## src/rtl/muldiv_sequencer.sv

```systemverilog
// Iterative RV32M MUL/DIV sequencer: shift-add multiply and restoring
// divide, one bit per clock, with a core stall while an op is in flight.
module muldiv_sequencer #(
  parameter int DATA_WIDTH = 32,
  parameter int CNT_WIDTH  = 6
) (
  input  logic                  clk,
  input  logic                  rst,
  input  logic                  start,
  input  logic [3:0]            alu_op,
  input  logic [DATA_WIDTH-1:0] operand_a,
  input  logic [DATA_WIDTH-1:0] operand_b,
  output logic [DATA_WIDTH-1:0] result,
  output logic                  busy,
  output logic                  done,
  output logic                  stall
);

  localparam int W = DATA_WIDTH;
  localparam logic [3:0] OP_MUL = 4'd7;
  localparam logic [3:0] OP_DIV = 4'd8;
  localparam logic [CNT_WIDTH-1:0] LAST = CNT_WIDTH'(W - 1);

  typedef enum logic [2:0] {
    S_IDLE, S_MUL, S_DIV, S_FIX, S_DONE
  } state_t;

  state_t               r_state;
  logic [CNT_WIDTH-1:0] r_cnt;
  logic [W-1:0]         r_a;
  logic [W-1:0]         r_b;
  logic [W-1:0]         r_acc;
  logic [W:0]           r_rem;
  logic                 r_sign;
  logic [W-1:0]         r_result;
  logic                 r_busy;
  logic                 r_done;

  logic         w_is_mul;
  logic         w_is_div;
  logic         w_idle;
  logic [W-1:0] w_abs_a;
  logic [W-1:0] w_abs_b;
  logic [W-1:0] w_mul_sum;
  logic [W+1:0] w_trial;
  logic         w_neg;

  assign w_is_mul  = (alu_op == OP_MUL);
  assign w_is_div  = (alu_op == OP_DIV);
  assign w_idle    = (r_state == S_IDLE);
  assign w_abs_a   = operand_a[W-1] ? -operand_a : operand_a;
  assign w_abs_b   = operand_b[W-1] ? -operand_b : operand_b;
  assign w_mul_sum = r_acc + (r_b[0] ? r_a : '0);
  // Dividend bits enter the remainder from the top of the quotient register
  assign w_trial   = {r_rem, r_a[W-1]} - {2'b00, r_b};
  assign w_neg     = w_trial[W+1];

  assign result = r_result;
  assign busy   = r_busy;
  assign done   = r_done;
  assign stall  = r_busy | (start & (w_is_mul | w_is_div) & w_idle);

  always_ff @(posedge clk or posedge rst) begin
    if (rst) begin
      r_state  <= S_IDLE;
      r_cnt    <= '0;
      r_a      <= '0;
      r_b      <= '0;
      r_acc    <= '0;
      r_rem    <= '0;
      r_sign   <= 1'b0;
      r_result <= '0;
      r_busy   <= 1'b0;
      r_done   <= 1'b0;
    end else begin
      unique case (r_state)
        S_IDLE: begin
          r_done <= 1'b0;
          if (start && (w_is_mul || w_is_div)) begin
            r_cnt <= '0;
            r_acc <= '0;
            r_rem <= '0;
            if (w_is_mul) begin
              r_a     <= operand_a;
              r_b     <= operand_b;
              r_busy  <= 1'b1;
              r_state <= S_MUL;
            end else begin
              r_a    <= w_abs_a;
              r_b    <= w_abs_b;
              r_sign <= operand_a[W-1] ^ operand_b[W-1];
              if (operand_b == '0) begin
                r_result <= '1;
                r_done   <= 1'b1;
                r_state  <= S_DONE;
              end else begin
                r_busy  <= 1'b1;
                r_state <= S_DIV;
              end
            end
          end
        end
        S_MUL: begin
          r_acc <= w_mul_sum;
          r_a   <= r_a << 1;
          r_b   <= r_b >> 1;
          r_cnt <= r_cnt + CNT_WIDTH'(1);
          if (r_cnt == LAST) begin
            r_result <= w_mul_sum;
            r_done   <= 1'b1;
            r_busy   <= 1'b0;
            r_state  <= S_DONE;
          end
        end
        S_DIV: begin
          r_cnt <= r_cnt + CNT_WIDTH'(1);
          if (w_neg) begin
            r_rem <= {r_rem[W-1:0], r_a[W-1]};
            r_a   <= {r_a[W-2:0], 1'b0};
          end else begin
            r_rem <= w_trial[W:0];
            r_a   <= {r_a[W-2:0], 1'b1};
          end
          if (r_cnt == LAST) r_state <= S_FIX;
        end
        S_FIX: begin
          r_result <= r_sign ? -r_a : r_a;
          r_done   <= 1'b1;
          r_busy   <= 1'b0;
          r_state  <= S_DONE;
        end
        S_DONE: begin
          r_done  <= 1'b0;
          r_state <= S_IDLE;
        end
        default: r_state <= S_IDLE;
      endcase
    end
  end

endmodule

```

## config.mk

```make
export PLATFORM = sky130hd
export DESIGN_NAME = muldiv_sequencer
export DESIGN_NICKNAME = d
export VERILOG_FILES = /design/src/rtl/muldiv_sequencer.sv
export SDC_FILE = /design/constraint.sdc
export NUM_CORES = 1
export LEC_CHECK = 0
export ABC_CLOCK_PERIOD_IN_PS = 7410
export CAP_MARGIN = 20
export CORE_ASPECT_RATIO = 1.25
export CORE_MARGIN = 2
export CORE_UTILIZATION = 45
export CTS_CLUSTER_DIAMETER = 80
export DETAILED_ROUTE_END_ITERATION = 16
export PLACE_DENSITY = 0.72
export SYNTH_ARGS = -nofsm -noshare
export SYNTH_HDL_FRONTEND = slang
export SYNTH_SLANG_ARGS = --single-unit
```

## constraint.sdc

```tcl
create_clock -name clk -period 7.41 [get_ports clk]
set_clock_uncertainty 0.1 [all_clocks]
set_input_delay 2.223 -clock clk [delete_from_list [all_inputs] [get_ports clk]]
set_output_delay 2.223 -clock clk [all_outputs]
set_load 0.005 [all_outputs]
```

After elaboration in Yosys (flattened, before gate mapping)
Cells that the tools add are included.
- equality and inequality tests: 13
- bitwise gates (word level): 6
- $add $sub $neg: 6
- muxes and demuxes: 39
- reduce and logical (&&, ||, !) cells: 20
- operators with widths (operator ; count):
    $mux 32 ; 13
    $pmux 32 s3 ; 2
    $pmux 32 s2 ; 2
    $neg 32->32 ; 3
    $mux 33 ; 2
    $pmux 33 s2 ; 1
    $sub 34x32->34 ; 1
    $add 32x32->32 ; 1
    $logic_not 32->1 ; 1
    $mux 3 ; 5
    $pmux 3 s4 ; 1
    $pmux 6 s2 ; 1
    $reduce_and 2->1 ; 5
    $mux 1 ; 9
    $add 6x1->6 const B ; 1
    $eq 3x2->1 const B ; 2
    $eq 6x5->1 const B ; 1
    $mux 6 ; 1
    $ne 2x2->1 const B ; 3
    $reduce_and 3->1 ; 2
    $reduce_bool 2->1 ; 3
    $reduce_bool 3->1 ; 2
    $reduce_and 5->1 ; 1
    $eq 4x3->1 const B ; 1
    other kinds (17) ; 20
- logic and storage cells: 94
- register bits: 173
- input port bits: 71

Depth between registers and ports, before layout
- word-level depth: 5
- depth in mapped cells: 15
- gate-level depth less buffers: 13

Worst setup path after synthesis
No wires, ideal clock.
- path type: input-to-output
- start: input port alu_op[0]
- end: output port stall
- arrival: 3.256 ns
- setup slack: 1.831 ns
- stages: 5
- cells stage by stage: and4b_1 > o21ai_0 > nand2b_1 > clkbuf_1 > nand2b_1
- cells in the longest elaborated chain, start to end: 5
- RTL lines (item ; RTL line ; source):
    start, declared ; 10 ; input logic [3:0] alu_op,
    $eq 4x3->1 or $eq 4x4->1 (tied branches) ; 48, 49 ;
    $or 1x1->1 (*) ; 61 ; assign stall = r_busy | (start & (w_is_mul | w_is_div) & w_idle);
    $and 1x1->1 (*) (2 in a row) ; 61 ;
    $or 1x1->1 (*) ; 61 ;
    end, declared ; 16 ; output logic stall
Mark *: on every way between the ends. The rest lies on a longest branch, timed or not.

Worst setup path after layout
- start: input port alu_op[2]
- end: output port stall
The elaborated chain is that of the path after synthesis.

==> summary.txt <==
Job
  • Max capacitance violation total: 0

Worst setup path
  • Worst endpoint data arrival time: 4.27 ns
  • Worst path top cell family by delay: buffers and inverters
  • Crit path launch type: input pin
  • Critical path buffers and inverters: 2
  • Critical path class: in -> out
  • Max FO, Critical Path: 4
  • CP max-delay cell: nor4b_1
  • Cell mode on critical path: clkdlybuf4s50_1
  • CP required: 5.09 ns
  • Worst-path cell chain: clkdlybuf4s50_1 -> nor4b_1 -> o21ai_0 -> nand2b_2 -> nand2b_1 -> clkdlybuf4s50_1
  • Critical Path Sink Type: primary output
  • CP peak stage delay: 0.49 ns

Logic synthesis
  • Simple-Gate Fraction of Synth Area: 18.5%
  • Avg Synthesized Cell Area: 8.23 µm²
  • Gate Count Post-Synth: 1569
  • Ys flop type: dfrtp_1
  • Yosys warns: 0
  • Cell variety after synth: 82
  • Seq/Total Area, Yosys: 33.5%
  • Register bit total from synthesis: 173
  • XOR/XNOR share of the synthesized area: 9.97%
  • Synthesized Nets: 1710
  • Fraction of registers with async set/reset: 100%
  • Main combinational cell family by area after synthesis: compound AO/OA/AOI/OAI gates
  • Synth Area in Compound Gates: 24.1%
  • Mux share of post-synthesis cell area: 2.34%
  • Post-synth EDFFs: 0
  • Post-synthesis cell area: 12900 µm²
  • Adder-Cell Fraction of Synth Area: 6.90%

Floorplan
  • Core area: 28300 µm²
  • Chip width: 156 µm
  • Io pins: 106
  • Rows: 69
  • Initial Util: 45.6%
  • Chip height: 193 µm
  • Die footprint: 30100 µm²

Worst hold path
  • Hold Path Class: reg -> reg

Clocking
  • CTS resizes: 0
  • Clock Sinks: 173
  • Clk pin slew, worst setup/hold paths: 0.07 ns
  • Clock tree from TritonCTS: built
  • Post-CTS setup buffers: 0
  • Depth of the CTS H-tree: 4
  • Total CTS buffers: 17
  • Latest clock arrival within the worst-skew pair: 0.44 ns
  • Clock Tree Buf Depth: 2
  • Hold Buf Count CTS: 0
  • Clock root cell: clkbuf_16

Cells and area
  • Layout cells sized above 1: 5.13%
  • Fin nets: 1767
  • Area Overhead vs Synth: 14.6%
  • Diodes inserted: 0
  • Fin area: 14800 µm²
  • Fillers: 2662

Timing
  • Slew headroom: 23.5%
  • Fin. Hold Viols: 0
  • Fin. max-slew vios: 0
  • RSZ-0062 raised after global routing: no
  • Setup TNS: 0 ns
  • Fmax: 152 MHz
  • Period utilization: 89.0%
  • Tmin final: 6.60 ns
  • Final Setup Violations: 0
  • Worst slew pin tran: 1.15 ns

GRT
  • Gr usage total: 23.8%
  • Largest net degree at the start of global routing: 104
  • Global route total overflow: 0
  • Initial antenna violation count: 0
  • First-pass GRT wire length: 58300 µm
  • Vias in the first global route: 11618

Routing
  • Met2 WL: 18500 µm
  • Post-DRT Antenna Nets: 0
  • Met1 Routed Length: 14900 µm
  • Drt drc: 0
  • Routed vias/inst: 5.93
  • Avg WL per Cell: 18.1 µm
  • WL met3: 1340 µm
  • WL final: 36000 µm
  • Highest Signal Layer: met4
  • Iter 0 DRT Violations: 783
  • First-pass iteration count of the detailed router: 5
  • Via count: 11833

Power
  • VDD IR max: 213 µV
  • Power density over the cells: 506 nW/µm²
  • P_leak: 6.36 nW

Placement
  • Post-Place Cell Area: 14200 µm²
  • DP HPWL: 26200 µm
  • Global placer's final weighted congestion: 0.913
  • Port bufs: 105

Status
  • Status: finished, final reports clean
==> power by group <==
| group | switching (W) | leakage [nW] | internal (W) |
|---|---|---|---|
| clock | 0.000412 | 0.300 | 0.000547 |
| combinational | 0.00262 | 3.92 | 0.00204 |
| sequential | 0.000496 | 2.14 | 0.00137 |
| total | 0.00352 | 6.36 | 0.00396 |
==> cell type report <==
type,count,area [µm²],area share [%]
flip-flops and latches,173,4330,29.3
multi-input cells,1259,8010,54.2
repair buffers,121,1180,8.00
inverters,54,208,1.40
well taps,355,444,3.00
clock buffers,18,439,2.97
clock inverters,14,179,1.21
==> layout by cell type (no fill, tap or decap), drive strengths merged, types with 26 or more instances in the layout <==
master           n
nor2           103
and2            41
ha              68
inv             59
nand2          185
nand3           61
a22oi           28
mux2i           29
dfrtp          173
o21ai          174
xor2            50
o22ai           32
clkdlybuf4s50  105
xnor2           97
a21o            26
a21oi          137
==> logic make-up (layout without fill, tap and decap cells) <==
family	after synthesis	in the layout
AO/OA/AOI/OAI	512	512
XOR/XNOR	147	147
adder cells (fa/ha/maj)	70	70
buffers and inverters	137	207
flip-flops	173	173
multiplexers	30	30
AND/OR/NAND/NOR	500	500
==> registers in the layout (all words and copies together) (netlist names) <==
register,flops
busy,1
done,1
r_a,32
r_acc,32
r_b,32
r_cnt,6
r_rem,33
r_sign,1
r_state,3
result,32
==> stage by stage <==
step,setup WS (ns),total power (W),utilization (%),cells,hold slack (ns)
final,0.814,0.00748,52.3,1994,0.391
after global placement,0.859,0.00633,50.0,1961,0.367
after global routing,0.705,0.00812,52.3,1994,0.403
after detailed placement,0.844,0.00645,50.0,1961,0.373
after CTS,0.815,0.00746,52.2,1993,0.390
after floorplan,0.399,0.00532,-,1569,0.352
==> worst paths after layout <==
path	startpoint	slack, ns	cells past startpoint	endpoint
max in group asynchronous	rst	3.84	3	r_cnt[3]$_DFFE_PP0P_
min in group asynchronous	rst	2.29	2	r_b[3]$_DFFE_PP0P_
hold / removal	r_acc[25]$_DFFE_PP0P_	0.39	2	r_acc[25]$_DFFE_PP0P_
hold reg to reg	r_acc[25]$_DFFE_PP0P_	0.39	2	r_acc[25]$_DFFE_PP0P_
setup reg to reg	r_b[0]$_DFFE_PP0P_	2.98	13	r_rem[20]$_DFFE_PP0P_
setup / recovery	alu_op[2]	0.81	6	stall
==> per-layer routing <==
metal	GRT usage, %	vias up
li1	-	5706
met1	28.9	5747
met2	42.8	305
met3	2.04	75
met4	9.92	0
met5	0	-
==> tightest hold or removal path, cell delays in order, from the launching register on <==
cell and delay [ns]:
dfrtp_1 0.35, nand2_1 0.05, nand2_1 0.06
==> cell usage after synthesis (20+ instances only) <==
master | n | share of area, %
o22ai_1 | 32 | 1.6
dfrtp_1 | 173 | 34
xnor2_1 | 97 | 6.6
nand3_1 | 61 | 2.4
a21o_1 | 26 | 1.5
o21ai_0 | 167 | 6.5
mux2i_1 | 29 | 2.2
a22oi_1 | 28 | 1.6
ha_1 | 68 | 6.6
nor2_1 | 103 | 3.0
a21oi_1 | 136 | 5.3
and2_1 | 40 | 1.9
nor3_1 | 20 | 0.78
nand2_1 | 185 | 5.4
clkbuf_1 | 62 | 1.8
inv_1 | 54 | 1.6
xor2_1 | 50 | 3.4
Note: power is estimated with default switching activity, not from simulation.
==> RTL edit, RTL diff (config.mk and constraints unchanged) <==
`CNT_WIDTH`: 6 -> 4.
--- a/src/rtl/muldiv_sequencer.sv
+++ b/src/rtl/muldiv_sequencer.sv
@@ -3,5 +3,5 @@
 module muldiv_sequencer #(
   parameter int DATA_WIDTH = 32,
-  parameter int CNT_WIDTH  = 6
+  parameter int CNT_WIDTH  = 4
 ) (
   input  logic                  clk,
Formal check against the unedited RTL: same outputs for any inputs over 4 cycles, from zero or initial values and one cycle with rst high; that may be too few to reach the edited logic, so the function may still have changed.
==> RTL edit against the unedited design <==
Count of clock-buffer cells in the layout is 7 higher. Core utilization is 0.058 points higher. Global-route usage is 0.56 points lower. Total power is 3.2% lower. Sequential cell count is 2 lower. Non-clock buffer count is 2 lower. Setup slack worse by 120 ps. Cell count is 0.65% lower. Cell area is 0.19% lower. Synthesized area is 0.56% lower. Wire length is 4.2% lower.
==> RTL edit: results (changes against the unedited design) <==
| Metric | Value |
|---|---|
| Distinct cell type count of the synthesized netlist | 72 (-12%) |
| Startpoint of the lowest-slack register-to-register path | r_b[8] |
| Detailed Place HPWL | 24.7 mm (-5.4%) |
| Count of placed standard cells including taps | 1949 (-0.61%) |
| Layout cells sized above 1 | 4.43% (-0.70 points) |
| H-tree levels | 4 (unchanged) |
| Largest net degree at the start of global routing | 99 (-4.8%) |
| Register area share after synthesis | 33.3% (-0.20 points) |
| Synthesized area per cell | 8.22 um2 (-0.12%) |
| Area share of the largest cell type after synthesis | 33.3% (-0.20 points) |
| Average wire length per cell after detail routing | 17.4 um (-3.5%) |
| Least-Margin Pin Slew | 1120 ps (-23.8 ps) |
| Global-route wire length before repair | 56.1 mm (-3.9%) |
| Count of routing violations after the opening detailed-route iteration | 994 (+27%) |
| Layout net count | 1755 (-0.68%) |
| Combined global-route utilization of all metal layers | 23.2% (-0.56 points) |
| Highest ir drop seen on vdd | 227 uV (+6.8%) |
| Final hold slack | 388 ps (-2.98 ps) |
| Final setup violation count | 0 (unchanged) |
| Setup slack, reg-to-reg | 3380 ps (+400 ps) |
| IO Port Bufs | 105 (unchanged) |
| Critical register-to-register path endpoint | r_rem[19] |
| Hold path start | r_acc[17] |
| Final weighted congestion of routability-driven global placement | 0.931 (+1.9%) |
| Slowest-stage cell, CP | sky130_fd_sc_hd__or3_2 |
| Total number of vias | 11900 (+0.38%) |
| Number of nets in the synthesized netlist | 1703 (-0.41%) |
| Stage delay of the slowest cell on the critical path | 530 ps (+40 ps) |
| Run status | finished, final reports clean |
| Critical path arrival | 4390 ps (+120 ps) |
| R2R depth | 12 (-1) |
| LEAKAGE | 6.39 nW (+0.53%) |
| Largest cells by area after synthesis | sky130_fd_sc_hd__dfrtp_1 33%, sky130_fd_sc_hd__ha_1 6.6%, sky130_fd_sc_hd__xnor2_1 6.2% |
| Via-to-Cell Ratio | 6.00 (+1.0%) |
| Top cells by count, synth | 175 x sky130_fd_sc_hd__nand2_1, 171 x sky130_fd_sc_hd__dfrtp_1, 151 x sky130_fd_sc_hd__o21ai_0, 106 x sky130_fd_sc_hd__a21oi_1, 98 x sky130_fd_sc_hd__nor2_1 |
| Worst-case hold path end point | r_acc[17] |
RTL edit: changes by cell type in the layout (fill, tap and decap cells not counted), moves of 8 or more:
| cell | change |
|---|---|
| sky130_fd_sc_hd__a21oi_1 | -30 |
| sky130_fd_sc_hd__a31oi_1 | +27 |
| sky130_fd_sc_hd__and3_1 | +8 |
| sky130_fd_sc_hd__inv_1 | +13 |
| sky130_fd_sc_hd__nand2_1 | -10 |
| sky130_fd_sc_hd__o21ai_0 | -16 |
RTL edit: per-layer routing:
layer  global-route usage, %  vias to the layer above  wire [um]  share of wire, %
li1                        -                     5722          -                 -
met1                    28.2                     5715      14700                42
met2                    42.1                      388      17400                50
met3                    3.08                       53       1770               5.1
met4                    8.05                        0        692               2.0
met5                       0                        -          0                 0
RTL edit: per-stage QoR:
step / total power [W] / setup slack (ps) / area [um2]
after floorplan: 0.00511 / 455 / 12800
after global placement: 0.00615 / 775 / 14200
after detailed placement: 0.00627 / 730 / 14200
after CTS: 0.00721 / 716 / 14700
after global routing: 0.00786 / 541 / 14800
final: 0.00724 / 698 / 14800
RTL edit: how the worst max path moves through the flow:
stage	from	to	slack (ps)	cells after the start
final	alu_op[0]	stall	700	6
after global routing	alu_op[3]	stall	540	6
after CTS	alu_op[0]	stall	720	6
after detailed placement	alu_op[1]	stall	730	6
after global placement	alu_op[0]	stall	780	6
after floorplan	rst	busy	460	1
RTL edit: final cells by class:
cell class              instances  area (um2)
flip-flops and latches        171        4280
clock buffers                  25         505
repair buffers                119        1190
clock inverters                 6        86.3
well taps                     355         444
inverters                      68         260
multi-input cells            1237        8000
fillers                      2607       13500
RTL edit: logic make-up after synthesis:
logic type / share of synthesized area (%)
flip-flops: 33.3
AO/OA/AOI/OAI: 24.8
adder cells (fa/ha/maj): 6.94
buffers and inverters: 4.69
XOR/XNOR: 9.75
AND/OR/NAND/NOR: 18.3
multiplexers: 2.20
RTL edit: power by group:
group          leakage, nW  internal (W)  switching (W)
clock                0.289      0.000540       0.000369
sequential            2.09       0.00136       0.000498
combinational         4.01       0.00194        0.00254
RTL edit: worst register-to-register path: cells and delay by family (launching register included):
family | cells | cell delay (ps)
AO/OA/AOI/OAI | 8 | 2190
buffers and inverters | 2 | 560
adder cells (fa/ha/maj) | 1 | 340
multiplexers | 1 | 320
flip-flops | 1 | 380
